===== config.mk =====
export PLATFORM = sky130hd
export DESIGN_NAME = pipelined_nbit_adder
export DESIGN_NICKNAME = d
export VERILOG_FILES = /design/src/rtl/pipelined_nbit_adder_pkg.sv /design/src/rtl/pipelined_nbit_adder_slice.sv /design/src/rtl/pipelined_nbit_adder.sv
export SDC_FILE = /design/constraint.sdc
export NUM_CORES = 1
export LEC_CHECK = 0
export ABC_AREA = 1
export CORE_UTILIZATION = 45
export CTS_BUF_LIST = sky130_fd_sc_hd__clkbuf_2 sky130_fd_sc_hd__clkbuf_4 sky130_fd_sc_hd__clkbuf_8
export DETAILED_ROUTE_END_ITERATION = 7
export PLACE_DENSITY_LB_ADDON = 0.12
export SYNTH_ARGS = -nofsm -noshare
export SYNTH_HDL_FRONTEND = slang
export SYNTH_HIERARCHICAL = 1
export SYNTH_SLANG_ARGS = --single-unit

===== constraint.sdc =====
create_clock -name clk -period 4.4 [get_ports clk]
set_input_delay 0.66 -clock clk [delete_from_list [all_inputs] [get_ports clk]]
set_output_delay 0.66 -clock clk [all_outputs]
set_load 0.01 [all_outputs]

===== src/rtl/pipelined_nbit_adder_pkg.sv =====
// Shared constants and helpers for the pipelined adder: default geometry and
// slice/stage-index width calculations.
package pipelined_nbit_adder_pkg;

  localparam int DEFAULT_WIDTH  = 32;
  localparam int DEFAULT_STAGES = 4;

  function automatic int slice_width(input int width, input int stages);
    return width / stages;
  endfunction

  function automatic int stage_idx_width(input int stages);
    return (stages > 1) ? $clog2(stages) : 1;
  endfunction

endpackage


===== src/rtl/pipelined_nbit_adder_slice.sv =====
// Combinational SW-bit ripple adder; also reports the carry into its MSB so the
// top slice can derive signed overflow.
module adder_slice #(
  parameter int SW = 8
) (
  input  logic [SW-1:0] a,
  input  logic [SW-1:0] b,
  input  logic          cin,
  output logic [SW-1:0] sum,
  output logic          cout,
  output logic          cmsb
);

  always_comb begin
    logic c;
    // NOTE: every output gets a default first, so no path through the loop can infer a latch.
    sum  = '0;
    cmsb = cin;
    c    = cin;
    for (int i = 0; i < SW; i++) begin
      if (i == SW - 1) cmsb = c;
      sum[i] = a[i] ^ b[i] ^ c;
      c      = (a[i] & b[i]) | (c & (a[i] ^ b[i]));
    end
    cout = c;
  end

endmodule


===== src/rtl/pipelined_nbit_adder.sv =====
// Pipelined WIDTH-bit adder/subtractor: one carry-chained slice per stage with
// per-stage valid/ready so bubbles collapse and backpressure stalls cleanly.
module pipelined_nbit_adder
  import pipelined_nbit_adder_pkg::*;
#(
  parameter int WIDTH  = DEFAULT_WIDTH,
  parameter int STAGES = DEFAULT_STAGES
) (
  input  logic             clk,
  input  logic             rst,
  input  logic             in_valid,
  output logic             in_ready,
  input  logic [WIDTH-1:0] a,
  input  logic [WIDTH-1:0] b,
  input  logic             cin,
  input  logic             sub,
  output logic             out_valid,
  input  logic             out_ready,
  output logic [WIDTH-1:0] sum,
  output logic             cout,
  output logic             ovf
);

  localparam int SW = slice_width(WIDTH, STAGES);

  if (STAGES < 1 || STAGES > WIDTH || (WIDTH % STAGES) != 0) begin : g_bad_params
    $error("pipelined_nbit_adder: WIDTH must be a multiple of STAGES, 1 <= STAGES <= WIDTH");
  end

  // Low bits of s are finished slices; a/b still carry the unprocessed high slices.
  typedef struct packed {
    logic             valid;
    logic             carry;
    logic             cmsb;
    logic [WIDTH-1:0] s;
    logic [WIDTH-1:0] a;
    logic [WIDTH-1:0] b;
  } stage_t;

  for (genvar k = 0; k < STAGES; k++) begin : g_stage
    stage_t          src;
    stage_t          nxt;
    stage_t          q;
    logic            take;
    logic [SW-1:0]   slice_sum;
    logic            slice_cout;
    logic            slice_cmsb;

    if (k == 0) begin : g_src
      always_comb begin
        src       = '0;
        src.valid = in_valid;
        src.a     = a;
        src.b     = sub ? ~b : b;
        src.carry = sub ? ~cin : cin;
      end
    end else begin : g_src
      assign src = g_stage[k-1].q;
    end

    // A stage may load when empty or when its current beat moves on this cycle.
    if (k == STAGES - 1) begin : g_take
      assign take = !q.valid || out_ready;
    end else begin : g_take
      assign take = !q.valid || g_stage[k+1].take;
    end

    adder_slice #(.SW(SW)) u_slice (
      .a    (src.a[k*SW +: SW]),
      .b    (src.b[k*SW +: SW]),
      .cin  (src.carry),
      .sum  (slice_sum),
      .cout (slice_cout),
      .cmsb (slice_cmsb)
    );

    always_comb begin
      nxt                = src;
      nxt.s[k*SW +: SW]  = slice_sum;
      nxt.carry          = slice_cout;
      nxt.cmsb           = slice_cmsb;
    end

    always_ff @(posedge clk) begin
      // NOTE: the datapath is reset along with valid because sum/cout/ovf must read 0 after reset.
      if (rst) begin
        q <= '0;
      end else if (take) begin
        if (src.valid) q <= nxt;
        else           q.valid <= 1'b0;
      end
    end
  end

  assign in_ready  = !rst && g_stage[0].take;
  assign out_valid = g_stage[STAGES-1].q.valid;
  assign sum       = g_stage[STAGES-1].q.s;
  assign cout      = g_stage[STAGES-1].q.carry;
  assign ovf       = g_stage[STAGES-1].q.cmsb ^ g_stage[STAGES-1].q.carry;

  // Operand bits are fully consumed by the last stage and have no further reader.
  logic operands_unused;
  assign operands_unused = ^{g_stage[STAGES-1].q.a, g_stage[STAGES-1].q.b};

endmodule


# Word level (Yosys, flattened, before mapping)
# Cells that the tools add are included.
# word_totals
ff_bits	281
latch_bits	0
ramBits	0
romBits	0
inputBits	70
elab_cells	202
n_memories	0
# op_classes
add_sub_neg	0
multipliers	0
n_div	0
magnitude_cmp	0
n_eq_ne	0
shifts	0
muxes	6
bitwise_logic	163
reduce_logical	14
# op_table
operator	count
XOR 1 bit	65
bitwise AND 1 bit	64
two-way mux 32 bit	1
NOT 32 bit	1
OR 1 bit	32
AND reduction 2 bit	4
zero test 1 bit	5
two-way mux 1 bit	5
logical OR 1 bit	4
logical AND 1 bit	1
NOT 1 bit	1

# Depth between registers and ports, before layout
# depth
word_depth	19
mapped_depth	19
depth_no_buf	17

# Hierarchy
# The synthesis kept the hierarchy.
# by_module_without_submodules
mod	instances	cells_per_inst	area_each_um2
pipelined_nbit_adder	1	977	7359.6
adder_slice	4	18	197.7

# Worst setup path after synthesis
# Ideal clock, no wire load.
# synth_path
path_kind	in2reg
start	in sub
end	reg g_stage[0].q[71] in the netlist's numbering
setup_ns	0.115
arrival_ns	4.195
required_time_ns	4.285
slack_ns	0.090
cell_stages	19
n_path_buf	2
cell_sequence	buf_2 > buf_2 > xor2_1 > fa_1 > inv_1 > fa_1 > inv_1 > fa_1 > fa_1 > fa_1 > fa_1 > inv_1 > fa_1 > inv_1 > fa_1 > inv_1 > nand3_1 > nand2_1 > nor2_1
# synth_lines
element	line	text
from (decl)	pipelined_nbit_adder.sv:16	input logic sub,
to (signal assigned)	pipelined_nbit_adder.sv:89	if (src.valid) q <= nxt;
to (decl)	pipelined_nbit_adder.sv:43	stage_t q;

==> results.py <==
metrics = {
    "power": {
        "ir_drop_uv": 211.2,
        "p_leak_uw": 0.004102,
        "power_density_mw_per_mm2": 356.8,
    },
    "final_layout": {
        "fin_cells": 1315,
        "fin_nets": 1179,
        "areaGrowthSynthToFinish_pct": 14.77,
        "diodes": 0,
        "drive_gt1_share_pct": 4.679,
        "n_fill_cell": 1730,
    },
    "logic_synthesis": {
        "syn_area_mm2": 0.008150,
        "syn-instance-count": 1049,
        "synth_top_area_cell": "dfxtp_1",
        "syn-num-nets": 1151,
        "synth-edff-count": 0,
        "yosysSeqAreaShare_pct": 45.44,
        "synth_top_area_share_pct": 45.44,
        "synthArstFlopShare_pct": 0,
        "synth_area_leaders": "dfxtp_1 45%, nor2_1 14%, fa_1 7.9%",
        "synth_area_per_cell_um2": 7.770,
        "yosysMostFrequentCell": "nor2_1",
        "ys.warnings.count": 6,
        "ys_types": 22,
        "synth_flop_cell": "dfxtp_1",
        "yosys-top-cells-count": "310 x nor2_1, 185 x dfxtp_1, 124 x o21ai_0",
        "yosys_register_bits": 185,
    },
    "worst_setup_path": {
        "reg2reg_from": "g_stage[0].q[40]",
        "end_kind": "flop",
        "worstSetupPathType": "input pin to flop",
        "crit_arrival_ns": 4.44,
        "cp.required_ns": 4.81,
        "path_max_fanout": 1,
        "regToRegSetupSlack_ns": 0.78,
        "start_kind": "input pin",
        "worstSetupStartpoint": "b[0]",
    },
    "clocking": {
        "root_buffer": "clkbuf_8",
        "cts-resized-gates": 0,
        "cts_tree": "yes",
        "clk_latency_ns": 0.47,
        "htree_levels": 4,
        "cts_buffer_depth": 2,
        "clock-sinks": 185,
        "clkTransAtPathRegs_ns": 0.09,
        "post_cts_buffers": 0,
        "hold_buffers": 0,
        "cts_inserted_buffers": 17,
    },
    "placed_design": {
        "dp.cells": 1283,
        "detailed_place_hpwl_um": 10560,
        "place_worst_setup_slack_ns": -0.1134,
        "place.gp.congestion": 0.7712,
        "port_buffers": 105,
    },
    "die": {
        "dieArea_mm2": 0.01865,
        "core_area_mm2": 0.01748,
        "die_height_um": 136.6,
        "die_width_um": 136.6,
        "initial_core_util_pct": 46.64,
        "ios": 106,
        "row_count": 48,
    },
    "sta": {
        "period_minus_slack_ns": 4.029,
        "rsz0062_at_grt": "false",
        "finalSetupTns_ns": 0,
        "relSlewSlack_pct": 25.54,
        "worst_slew_pin_slew_ns": 1.117,
        "finalCritPeriodShare_pct": 91.57,
        "finClkSkew_ns": 0.01105,
        "fin_ws_ns": 0.3707,
        "drv_slew": 0,
        "finalHoldViolations": 0,
        "finalSetupViolCount": 0,
        "max_freq_mhz": 248.2,
    },
    "global_route": {
        "grt_pass1_vias": 5241,
        "grt_pass1_wl_um": 25750,
        "grt_max_degree": 116,
        "gr-total-overflow": 0,
        "antenna_found_initial": 0,
        "grtUsageTotal_pct": 17.69,
    },
    "drt": {
        "drt-pass1-iter-count": 5,
        "post_drt_wl_per_cell_um": 12.05,
        "drtIter0Drc": 371,
        "ant_nets": 0,
        "wl_um": 15850,
        "vias_per_cell": 4.643,
        "num_vias": 6106,
        "drcViolationCount": 0,
    },
    "outcome": {
        "outcome": "finished, final reports clean",
    },
    "min_path": {
        "hold_class": "flop to flop",
        "holdCritStartpoint": "g_stage[1].q[28]",
    },
    "flow_run": {
        "drv_cap": 0,
    },
}
==> registers in the layout, indices dropped and copies added (netlist names) <==
register and cells:
g_stage.q 151, out_valid 1, cout 1, sum 32
==> final cells by class <==
cell class	count	area [µm²]	share of cell area [%]
multi-input cells	680	3587	38.35
repair buffers	113	1116	11.93
inverters	80	302.8	3.237
flip-flops and latches	185	3704	39.59
well taps	225	281.5	3.010
clock inverters	14	115.1	1.231
clock buffers	18	247.7	2.648
==> power by group <==
| group | switching [µW] | internal [µW] |
|---|---|---|
| combinational | 240 | 215 |
| sequential | 59.7 | 1780 |
| clock | 626 | 420 |
| total | 926 | 2410 |
==> cells in the final DEF, fill, tap and decap left out, drive strengths merged, types with 5 or more instances in the layout <==
master         count
nand2             60
dfxtp            185
nand3             58
fa                32
clkinv             5
buf               10
clkdlybuf4s50    103
xnor2             24
clkbuf            18
nor2             312
xor2              10
inv               87
a21oi             59
o21ai            124
==> routing by layer <==
| metal | up-vias | global-route usage (%) | wire length, µm |
|---|---|---|---|
| li1 | 3306 | - | - |
| met1 | 2691 | 26.57 | 8578 |
| met2 | 95 | 24.45 | 6527 |
| met3 | 14 | 4.407 | 543 |
| met4 | 0 | 5.617 | 196 |
| met5 | - | 0 | 0 |
==> critical path, cell delays in order <==
cell and delay, ns:
clkdlybuf4s50_1 0.42, xor2_1 0.16, fa_1 0.38, inv_1 0.07
fa_1 0.17, inv_1 0.05, fa_1 0.38, fa_1 0.39
fa_1 0.39, fa_1 0.36, inv_1 0.07, fa_1 0.15
inv_1 0.05, fa_1 0.47, inv_1 0.04, nand3_1 0.06
nand2_1 0.06, nor2_1 0.10
==> logic make-up after synthesis <==
family | Yosys count | share of synthesized area [%]
and+or+nand+nor | 431 | 21.26
adders and majority gates | 32 | 7.860
DFF | 185 | 45.44
xor gates and xnor gates | 34 | 3.654
buffers and inverters | 184 | 10.55
AOI/OAI and AO/OA | 183 | 11.24
==> per-stage QoR <==
stage	hold WS, ns	utilization, %	area, µm²	power (µW)
final	0.4808	53.52	9354	3337
after global routing	0.5017	53.52	9354	3527
after CTS	0.4846	53.52	9354	3372
after detailed placement	0.4618	51.45	8991	2335
after global placement	0.4559	51.45	8991	2328
after floorplan	0.4463	-	8150	2179
==> path summary, 6_finish.rpt <==
check	end	depth (start not counted)
worst max-delay path	g_stage[0].q[71]	18
worst min register to register	g_stage[1].q[28]	2
worst min-delay path	g_stage[1].q[28]	2
worst max register to register	g_stage[1].q[79]	14
No activity file was read; power rests on OpenSTA's default activity.
